### config.mk
export PLATFORM = sky130hd
export DESIGN_NAME = dac_glitch_scheduler_flat
export DESIGN_NICKNAME = d
export VERILOG_FILES = /design/src/rtl/dac_glitch_scheduler_pkg.sv /design/src/rtl/dac_glitch_scheduler_if.sv /design/src/rtl/dac_glitch_scheduler_i2c_byte_match.sv /design/src/rtl/dac_glitch_scheduler.sv /design/src/flat_wrapper.sv
export SDC_FILE = /design/constraint.sdc
export NUM_CORES = 1
export LEC_CHECK = 0
export BUFFER_PORTS_ARGS = -buffer_cell sky130_fd_sc_hd__buf_2
export CAP_MARGIN = 40
export CORE_ASPECT_RATIO = 1.4
export CORE_MARGIN = 1.5
export CORE_UTILIZATION = 58
export DETAILED_ROUTE_END_ITERATION = 8
export PLACE_DENSITY = 0.85
export SYNTH_ARGS = -nofsm -noshare
export SYNTH_HDL_FRONTEND = slang
export SYNTH_SLANG_ARGS = --single-unit
export TNS_END_PERCENT = 1
### constraint.sdc
create_clock -name clk -period 5.5 [get_ports clk]
set_input_delay 0.275 -clock clk [delete_from_list [all_inputs] [get_ports clk]]
set_output_delay 0.275 -clock clk [all_outputs]
set_load 0.01 [all_outputs]
### src/rtl/dac_glitch_scheduler_pkg.sv
// Shared definitions for the DAC glitch scheduler and its trigger matchers.
// Latency: n/a (types and constants only).
// Backpressure: n/a.
package dac_glitch_scheduler_pkg;

    // Scheduler FSM encodings; the numeric values are exported on the debug state port.
    typedef enum logic [2:0] {
        ST_IDLE    = 3'd0,
        ST_ARMED   = 3'd1,
        ST_DELAY   = 3'd2,
        ST_GLITCH  = 3'd3,
        ST_HOLDOFF = 3'd4
    } state_t;

    // Sniffer decode layout: [8:1] data byte, [0] ACK bit (0 = ACKed).
    localparam int BYTE_W   = 9;
    localparam int DATA_MSB = 8;
    localparam int DATA_LSB = 1;
    localparam int ACK_BIT  = 0;

endpackage

### src/rtl/dac_glitch_scheduler_if.sv
// Sniffer streams, core level and trigger configuration feeding the glitch scheduler.
// Latency: n/a (wiring only).
// Backpressure: none; ready strobes are one-cycle and cannot be stalled.
interface dac_glitch_scheduler_if
    import dac_glitch_scheduler_pkg::*;
#(
    parameter int CNT_W = 16
);
    logic [BYTE_W-1:0] priv_byte;
    logic              priv_ready;
    logic [BYTE_W-1:0] main_byte;
    logic              main_ready;
    logic [7:0]        core_level;
    logic              arm;
    logic              abort;
    logic              trig_src;
    logic [7:0]        trig_byte;
    logic [CNT_W-1:0]  delay;
    logic [CNT_W-1:0]  width;
    logic [7:0]        glitch_level;

    modport master (
        output priv_byte, priv_ready, main_byte, main_ready, core_level,
        output arm, abort, trig_src, trig_byte, delay, width, glitch_level
    );

    modport slave (
        input priv_byte, priv_ready, main_byte, main_ready, core_level,
        input arm, abort, trig_src, trig_byte, delay, width, glitch_level
    );
endinterface

### src/rtl/dac_glitch_scheduler_i2c_byte_match.sv
// Selects one sniffer stream and flags a byte equal to the trigger value.
// Latency: combinational, match valid in the same cycle as the ready strobe.
// Backpressure: none; an unselected or mismatching strobe is simply dropped.
module i2c_byte_match
    import dac_glitch_scheduler_pkg::*;
#(
    parameter bit REQUIRE_ACK = 1'b1
) (
    input  logic [BYTE_W-1:0] priv_byte,
    input  logic              priv_ready,
    input  logic [BYTE_W-1:0] main_byte,
    input  logic              main_ready,
    input  logic              sel,
    input  logic [7:0]        trig_byte,
    output logic              match
);
    logic [BYTE_W-1:0] sel_byte;
    logic              sel_ready;
    logic              ack_ok;

    // Only the selected stream can trigger, so simultaneous strobes need no arbitration.
    always_comb begin
        sel_byte  = sel ? main_byte  : priv_byte;
        sel_ready = sel ? main_ready : priv_ready;
        ack_ok    = !REQUIRE_ACK || !sel_byte[ACK_BIT];
        match     = sel_ready && (sel_byte[DATA_MSB:DATA_LSB] == trig_byte) && ack_ok;
    end
endmodule

### src/rtl/dac_glitch_scheduler.sv
// Passes the core DAC level through, substituting a glitch level for a timed window after a trigger byte.
// Latency: dac_level is registered, 1 cycle from core_level; glitch starts delay+1 cycles after the match edge.
// Backpressure: none; matches outside ARMED are dropped, abort returns to IDLE on the next cycle.
module dac_glitch_scheduler
    import dac_glitch_scheduler_pkg::*;
#(
    parameter int CNT_W       = 16,
    parameter int HOLDOFF     = 4,
    parameter bit REQUIRE_ACK = 1'b1
) (
    input  logic                   clk,
    input  logic                   reset,
    dac_glitch_scheduler_if.slave  ctl,
    output logic [7:0]             dac_level,
    output logic [2:0]             state,
    output logic                   busy,
    output logic                   done,
    output logic [7:0]             fire_count
);
    localparam logic [CNT_W-1:0] HOLDOFF_CNT = CNT_W'(HOLDOFF);
    localparam logic [CNT_W-1:0] ONE         = CNT_W'(1);

    state_t           state_q;
    state_t           state_d;
    logic [CNT_W-1:0] cnt_q;
    logic [CNT_W-1:0] cnt_d;

    logic             cfg_src;
    logic [7:0]       cfg_byte;
    logic [CNT_W-1:0] cfg_delay;
    logic [CNT_W-1:0] cfg_width;
    logic [7:0]       cfg_level;

    logic             latch_cfg;
    logic             fire;
    logic             holdoff_exit;
    logic             match;

    // Trigger compare runs against the latched config so mid-run input changes are ignored.
    i2c_byte_match #(
        .REQUIRE_ACK (REQUIRE_ACK)
    ) u_match (
        .priv_byte  (ctl.priv_byte),
        .priv_ready (ctl.priv_ready),
        .main_byte  (ctl.main_byte),
        .main_ready (ctl.main_ready),
        .sel        (cfg_src),
        .trig_byte  (cfg_byte),
        .match      (match)
    );

    // State and shared down-counter register.
    always_ff @(posedge clk) begin
        if (reset) begin
            state_q <= ST_IDLE;
            cnt_q   <= '0;
        end else begin
            state_q <= state_d;
            cnt_q   <= cnt_d;
        end
    end

    // Next-state and counter load/decrement; abort overrides everything including arm.
    always_comb begin
        state_d      = state_q;
        cnt_d        = cnt_q;
        latch_cfg    = 1'b0;
        fire         = 1'b0;
        holdoff_exit = 1'b0;
        if (ctl.abort) begin
            state_d = ST_IDLE;
            cnt_d   = '0;
        end else begin
            case (state_q)
                ST_IDLE: begin
                    if (ctl.arm) begin
                        state_d   = ST_ARMED;
                        latch_cfg = 1'b1;
                    end
                end
                ST_ARMED: begin
                    if (!ctl.arm) begin
                        state_d = ST_IDLE;
                    end else if (match) begin
                        state_d = ST_DELAY;
                        cnt_d   = cfg_delay;
                    end
                end
                ST_DELAY: begin
                    if (cnt_q == '0) begin
                        if (cfg_width != '0) begin
                            // Load width-1 so the glitch lasts exactly width cycles.
                            state_d = ST_GLITCH;
                            cnt_d   = cfg_width - ONE;
                        end else begin
                            state_d = ST_HOLDOFF;
                            cnt_d   = HOLDOFF_CNT;
                        end
                    end else begin
                        cnt_d = cnt_q - ONE;
                    end
                end
                ST_GLITCH: begin
                    if (cnt_q == '0) begin
                        state_d = ST_HOLDOFF;
                        cnt_d   = HOLDOFF_CNT;
                        fire    = 1'b1;
                    end else begin
                        cnt_d = cnt_q - ONE;
                    end
                end
                ST_HOLDOFF: begin
                    if (cnt_q == '0) begin
                        state_d      = ST_IDLE;
                        holdoff_exit = 1'b1;
                    end else begin
                        cnt_d = cnt_q - ONE;
                    end
                end
                default: begin
                    state_d = ST_IDLE;
                    cnt_d   = '0;
                end
            endcase
        end
    end

    // Debug/status outputs decoded from the current state.
    always_comb begin
        state = state_q;
        busy  = (state_q != ST_IDLE);
    end

    // Capture the trigger configuration on the IDLE->ARMED transition only.
    always_ff @(posedge clk) begin
        if (reset) begin
            cfg_src   <= 1'b0;
            cfg_byte  <= '0;
            cfg_delay <= '0;
            cfg_width <= '0;
            cfg_level <= '0;
        end else if (latch_cfg) begin
            cfg_src   <= ctl.trig_src;
            cfg_byte  <= ctl.trig_byte;
            cfg_delay <= ctl.delay;
            cfg_width <= ctl.width;
            cfg_level <= ctl.glitch_level;
        end
    end

    // DAC drive keys off the next state so the glitch lands on the same edge GLITCH is entered.
    always_ff @(posedge clk) begin
        if (reset) begin
            dac_level  <= '0;
            done       <= 1'b0;
            fire_count <= '0;
        end else begin
            dac_level <= (state_d == ST_GLITCH) ? cfg_level : ctl.core_level;
            done      <= holdoff_exit;
            if (fire) begin
                fire_count <= fire_count + 8'd1;
            end
        end
    end
endmodule
### src/flat_wrapper.sv
// flat-port wrapper written by rule: the top's interface ports become plain ports
module dac_glitch_scheduler_flat import dac_glitch_scheduler_pkg::*;
#(
    parameter int CNT_W       = 16,
    parameter int HOLDOFF     = 4,
    parameter bit REQUIRE_ACK = 1'b1
)
  (clk, reset, dac_level, state, busy, done, fire_count, ctl_priv_byte, ctl_priv_ready, ctl_main_byte, ctl_main_ready, ctl_core_level, ctl_arm, ctl_abort, ctl_trig_src, ctl_trig_byte, ctl_delay, ctl_width, ctl_glitch_level);
  dac_glitch_scheduler_if #(.CNT_W(CNT_W)) ctl_i ();
  input  logic clk;
  input  logic reset;
  output logic [7:0] dac_level;
  output logic [2:0] state;
  output logic busy;
  output logic done;
  output logic [7:0] fire_count;
  input wire logic [$bits(ctl_i.priv_byte)-1:0] ctl_priv_byte;
  input wire logic [$bits(ctl_i.priv_ready)-1:0] ctl_priv_ready;
  input wire logic [$bits(ctl_i.main_byte)-1:0] ctl_main_byte;
  input wire logic [$bits(ctl_i.main_ready)-1:0] ctl_main_ready;
  input wire logic [$bits(ctl_i.core_level)-1:0] ctl_core_level;
  input wire logic [$bits(ctl_i.arm)-1:0] ctl_arm;
  input wire logic [$bits(ctl_i.abort)-1:0] ctl_abort;
  input wire logic [$bits(ctl_i.trig_src)-1:0] ctl_trig_src;
  input wire logic [$bits(ctl_i.trig_byte)-1:0] ctl_trig_byte;
  input wire logic [$bits(ctl_i.delay)-1:0] ctl_delay;
  input wire logic [$bits(ctl_i.width)-1:0] ctl_width;
  input wire logic [$bits(ctl_i.glitch_level)-1:0] ctl_glitch_level;
  assign ctl_i.priv_byte = ctl_priv_byte;
  assign ctl_i.priv_ready = ctl_priv_ready;
  assign ctl_i.main_byte = ctl_main_byte;
  assign ctl_i.main_ready = ctl_main_ready;
  assign ctl_i.core_level = ctl_core_level;
  assign ctl_i.arm = ctl_arm;
  assign ctl_i.abort = ctl_abort;
  assign ctl_i.trig_src = ctl_trig_src;
  assign ctl_i.trig_byte = ctl_trig_byte;
  assign ctl_i.delay = ctl_delay;
  assign ctl_i.width = ctl_width;
  assign ctl_i.glitch_level = ctl_glitch_level;
  dac_glitch_scheduler #(.CNT_W(CNT_W), .HOLDOFF(HOLDOFF), .REQUIRE_ACK(REQUIRE_ACK)) u_core (.clk(clk), .reset(reset), .ctl(ctl_i), .dac_level(dac_level), .state(state), .busy(busy), .done(done), .fire_count(fire_count));
endmodule
; ---- Word-level counts from Yosys, hierarchy flattened
; Index checks and enable logic that the tools add are counted.
[classes]
n_addsub = 3
eq_ne = 9
n_mux = 25
bitwise = 2
n_reduce_logical = 10
[ops]
columns = op, count
row1 = two-way mux 16 bit, 6
row2 = one-hot mux 16 bit (5 select lines), 1
row3 = "subtractor 16 x 1 -> 16 bit, second input constant", 2
row4 = two-way mux 3 bit, 8
row5 = logical NOT 16 bit, 1
row6 = nonzero test 16 bit, 1
row7 = one-hot mux 3 bit (5 select lines), 1
row8 = "equality test 3 x 2 -> 1 bit, second input constant", 3
row9 = two-way mux 9 bit, 1
row10 = "adder 8 x 1 -> 8 bit, second input constant", 1
row11 = equality test 8 bit, 1
row12 = two-way mux 8 bit, 1
row13 = two-way mux 1 bit, 7
row14 = "inequality test 2 bit, second input constant", 2
row15 = AND reduction 4 bit, 1
row16 = "equality test 3 x 1 -> 1 bit, second input constant", 1
row17 = "equality test 3 bit, second input constant", 1
row18 = logical NOT 3 bit, 1
row19 = nonzero test 3 bit, 1
row20 = OR reduction 3 bit, 1
row21 = logical AND 1 bit, 2
row22 = "inequality test 2 x 1 -> 1 bit, second input constant", 1
row23 = inverter 1 bit, 2
row24 = OR reduction 2 bit, 1
row25 = logical NOT 1 bit, 1
[totals]
ff_bits = 85
output_inout_bits = 21

; ---- Logic depth before layout (Yosys ltp)
[depth]
depth_word = 10
depth_mapped = 10
mapped_depth_nobuf = 9

; ---- Cells and area by module
; A second synthesis with hierarchy kept.
[hier_totals]
cells_unflattened = 541
area_unflattened_um2 = 4282.9
[by_module_without_submodules]
columns = module, instances, cells_per_inst, area_each_um2, seq_area_each_um2
row1 = dac_glitch_scheduler, 1, 518, 4080.2, 1701.6
row2 = i2c_byte_match, 1, 23, 202.7, 0.0

; ---- Least setup slack after synthesis
; Ideal clock, no wire load.
[synth_timing]
path_type = reg2reg
from = register u_core.cfg_src
to = register u_core.dac_level[0]
setup_ns = 0.072
arrival_time_ns = 2.150
setup_slack_ns = 3.278
stages_incl_launch_ff = 10
synth_period_minus_slack_ns = 2.222
cell_sequence = dfxtp_1 -> buf_6 -> mux2i_1 -> xnor2_1 -> nor4_2 -> nand4_1 -> o31a_1 -> nor4bb_2 -> buf_6 -> mux2i_1
[synth_via]
elab_chain_cells = 10
[synth_rtl]
columns = item, line_no
row1 = "start, declared", dac_glitch_scheduler.sv:28  ; logic cfg_src;
row2 = "start signal, assigned", dac_glitch_scheduler.sv:143  ; cfg_src <= ctl.trig_src;
row3 = two-way mux 9 bit, dac_glitch_scheduler_i2c_byte_match.sv:23  ; sel_byte = sel ? main_byte : priv_byte;
row4 = equality test 8 bit, dac_glitch_scheduler_i2c_byte_match.sv:26  ; match = sel_ready && (sel_byte[DATA_MSB:DATA_LSB] == trig_byte) && ack_ok;
row5 = logical AND 1 bit, dac_glitch_scheduler_i2c_byte_match.sv:26
row6 = logical AND 1 bit (*), dac_glitch_scheduler_i2c_byte_match.sv:26
row7 = two-way mux 3 bit (*), dac_glitch_scheduler.sv:84  ; end else if (match) begin
row8 = two-way mux 3 bit (*), dac_glitch_scheduler.sv:82  ; if (!ctl.arm) begin
row9 = one-hot mux 3 bit (5 select lines) (*), dac_glitch_scheduler.sv:74  ; case (state_q)
row10 = two-way mux 3 bit (*), dac_glitch_scheduler.sv:70  ; if (ctl.abort) begin
row11 = equality test 3 x 2 -> 1 bit (*), dac_glitch_scheduler.sv:158  ; dac_level <= (state_d == ST_GLITCH) ? cfg_level : ctl.core_level;
row12 = two-way mux 8 bit (*), dac_glitch_scheduler.sv:158
row13 = "end signal, assigned", dac_glitch_scheduler.sv:158
row14 = "end, declared", dac_glitch_scheduler.sv:14  ; output logic [7:0] dac_level,
; Mark *: on every way between the ends. The rest lies on a longest branch, timed or not.
; A chain may end at the register's enable or synchronous reset.

; ---- Final worst setup path
[layout_timing]
from = register u_core.cnt_q[0]
to = register u_core.cnt_q[8]
[layout_via]
elab_chain_cells = 3
[layout_rtl]
columns = item, line_no
row1 = "start, declared", dac_glitch_scheduler.sv:25  ; logic [CNT_W-1:0] cnt_q;
row2 = "start signal, assigned", dac_glitch_scheduler.sv:59  ; cnt_q <= cnt_d;
row3 = subtractor 16 x 1 -> 16 bit or logical NOT 16 bit (tied branches), --
row4 = two-way mux 16 bit (tied with other cells), dac_glitch_scheduler.sv:113  ; if (cnt_q == '0) begin
row5 = one-hot mux 16 bit (5 select lines) or AND reduction 4 bit (tied branches), --
; Several ways; a longest one is shown, not always the timed one. The select of a mux whose other input is x is not followed.

==> summary.txt <==
Run status
  – Status: finished clean

Yosys
  – Synth Instances: 554
  – Ys Warns: 0
  – Largest cells by area after synthesis: dfxtp_1, nand2_1, a21oi_1, mux2i_1, xnor2_1
  – Post-synthesis cell area: 4280 sq um
  – Synth top cells by count: nand2_1, dfxtp_1, a21oi_1
  – Post-synthesis net count: 640
  – Synth unique cells: 48
  – Top-area cell type share of the netlist area: about two fifths
  – Syn Area/Cell: 7.73 sq um
  – Synthesized flop and latch total: 85
  – Asr flop ratio synth: 0%
  – Commonest register cell after synthesis: dfxtp_1
  – Most common cell in the netlist: nand2_1
  – Seq/Total Area, Yosys: 39.7%
  – Synth area leader: dfxtp_1
  – Number of flops mapped to enable cells by yosys: 0

Placement
  – Placed wire-length estimate: 8050 um
  – RePlAce Congestion: 1.00
  – Placed insts: 725
  – IO buf count: a little over 100

Worst setup path
  – Critical setup path kind: reg2reg
  – Type of origin of the critical path: flop
  – Worst Setup End Kind: flop
  – Largest fanout on the critical path: 15
  – Data arrival, critical path: between 3000 and 4000 ps
  – FF-to-FF setup slack: 2310 ps
  – Worst EP required: ~5800 ps

Drt
  – Initial DRC count: 438
  – Via count: ~4200
  – Avg WL per Cell: approximately 15 um
  – DRC viols: 0
  – Post-DR vias/cell: between 5 and 6
  – Post-Route WL: 11000 um
  – Final ANT Viol Nets: 0
  – Drt pass-1 iters: 5

Clocking
  – Num CTS Buffers: 9
  – H-tree depth: 3
  – Post-CTS setup buffers: 0
  – CTS sink cnt: 85
  – Cts-stage hold buffer count: 0
  – Worst skew pair latency: 360 ps
  – CTS resizes: 0
  – Clock root buffer: clkbuf_8
  – CTS tree: yes
  – Clock buffer depth: 2
  – Clock Pin Slew Worst Setup and Hold Paths: about 80 ps

Pwr
  – Sw Share: 26.1%
  – Pwr Density: 243 nW/um^2
  – Clock share of power: 33.8%
  – Maximum vdd drop: 0.227 mV
  – Cell-internal power: 902 uW
  – Seq pwr share: 53.2%
  – Leakage power: ~0.0021 uW
  – Pwr Total: 1220 uW
  – Combinational share of power: about an eighth
  – Sw Pwr: 319 uW

Floorplanning
  – # IOs: approximately 100
  – Starting density of the core: 60.6%
  – Die X: 75.6 um
  – Core area: 7070 sq um
  – Die area: between 7000 and 8000 sq um
  – Die Ht: ~100 um
  – Row count: 36

Timing
  – Final setup vio count: 0
  – Worst relative slew slack: 50.5%
  – Final hold violation count: 0
  – RSZ-0062 raised after global routing: no
  – Fmax: 313 MHz
  – Slew Limit Fails: 0
  – Final period util: 58.1%
  – Skew final: 6.16 ps
  – Least-Margin Pin Slew: between 700 and 800 ps
  – Setup tns final: 0 ps
  – Period minus WS final: 3190 ps

Layout
  – Finished Layout Cells: 740
  – Final #Nets: 727
  – Multi-input gate area: ~2400 sq um
  – Register area: 1700 sq um
  – Share of post-route cells with drive strength above 1: 20.2%
  – Fill count: 568
  – N_diodes: 0
  – Synth-to-layout area growth: 17.4%

Run
  – Max Cap Viol: 0

Hold path
  – Hold WC Path Type: in2reg

GRT
  – Grt total ovfl: 0
  – Largest net degree at the start of global routing: 76
  – First-pass GRT wire length: 18100 um
  – GRT Resource Usage Total: 29.5%
  – Vias in the first global route: about 4000
  – Initial antenna violation count: 0
[registers in the layout (all words and copies together) (netlist names)]
| signal | cells |
|---|---|
| u_core.cfg_byte | 8 |
| u_core.cfg_delay | 16 |
| u_core.cfg_level | 8 |
| u_core.cfg_src | 1 |
| u_core.cfg_width | 16 |
| u_core.cnt_q | 16 |
| u_core.dac_level | 8 |
| u_core.done | 1 |
| u_core.fire_count | 8 |
| u_core.state | 3 |
[layout make-up]
cell class / instances / share of cell area [%]
clock buffers: 12 / 3.29
clock inverters: 3 / 0.398
inverters: 10 / 0.747
multi-input cells: 427 / 48.0
flip-flops and latches: 85 / 33.9
well taps: 95 / 2.36
repair buffers: 108 / 11.4
[power by group through the flow]
stage | registers, uW | clock network [uW] | logic (uW)
after floorplan | 661 | 0 | 99.0
after CTS | 650 | 419 | 159
after global placement | 664 | 0 | 150
after global routing | 653 | 446 | 177
final | 650 | 412 | 159
after detailed placement | 665 | 0 | 157
[logic make-up (layout without fill, tap and decap cells)]
family / after synthesis / after routing / share of synthesized area [%]
simple gates: 245 / 245 / 26.8
compound gates: 127 / 127 / 17.3
flops: 85 / 85 / 39.7
buf+inv: 42 / 133 / 4.06
xor+xnor: 33 / 33 / 6.75
mux: 17 / 17 / 3.97
fa+ha+maj: 5 / 5 / 1.46
[critical path, stage by stage (launching register included)]
cell and delay [ps]:
dfxtp_1 380, inv_1 110, ha_1 140, nor4b_1 380, nand4_1 610, a21oi_1 730, buf_4 270, nor2_1 60
a21oi_1 100, o21ai_0 100, a22o_1 220
[per-layer routing]
metal,global-route usage (%),part of all wire [%]
met1,34.8,40
met2,47.8,49
met3,8.87,7.1
met4,13.5,3.6
met5,0,0
[cells in the final DEF (no fill, tap or decap), types with 2 or more instances in the layout]
master      synthesis  layout
nand2_1           129     129
or3_1              12      12
nor3b_1             2       2
buf_4               0       6
o31a_1              2       2
buf_2               1     101
o31ai_1             6       6
o311a_1             2       2
o21ai_0            15      15
or4_1               4       4
xor2_1             16      16
nor4_1              7       7
o2bb2ai_1           3       3
nor3_1             12      12
nand2b_1           20      20
nand3_1             7       6
a211oi_1            2       2
dfxtp_1            85      85
o21ai_1             3       3
o22ai_1             3       3
a21oi_1            76      76
clkbuf_8            0      12
nor4b_1             2       2
nor4_2              2       2
a31oi_1             2       2
nor2_1             33      33
nand4_1             5       5
and3_1              3       3
xnor2_1            17      17
clkinvlp_4          0       2
ha_1                5       5
inv_1              10      10
a22o_1              6       6
mux2i_1            17      17
[worst paths after layout]
check	start	to	cells past startpoint
setup / recovery	u_core.cnt_q[0]$_SDFFE_PP0P_	u_core.cnt_q[8]$_SDFFE_PP0P_	10
hold / removal	ctl_width[13]	u_core.cfg_width[13]$_SDFFE_PP0P_	3
setup reg to reg	u_core.cnt_q[0]$_SDFFE_PP0P_	u_core.cnt_q[8]$_SDFFE_PP0P_	10
hold reg to reg	u_core.cfg_level[4]$_SDFFE_PP0P_	u_core.cfg_level[4]$_SDFFE_PP0P_	2
[stage by stage]
stage / setup WS, ps / area (sq um) / hold slack (ps) / util, %
after floorplan: 3280 / 4280 / 411 / -
after global placement: 2450 / 4800 / 439 / 67.9
after detailed placement: 2480 / 4840 / 442 / 68.5
after CTS: 2470 / 5030 / 134 / 71.1
after global routing: 2110 / 5030 / 131 / 71.1
final: 2310 / 5030 / 144 / 71.1
Note: power is estimated with default switching activity, not from simulation.
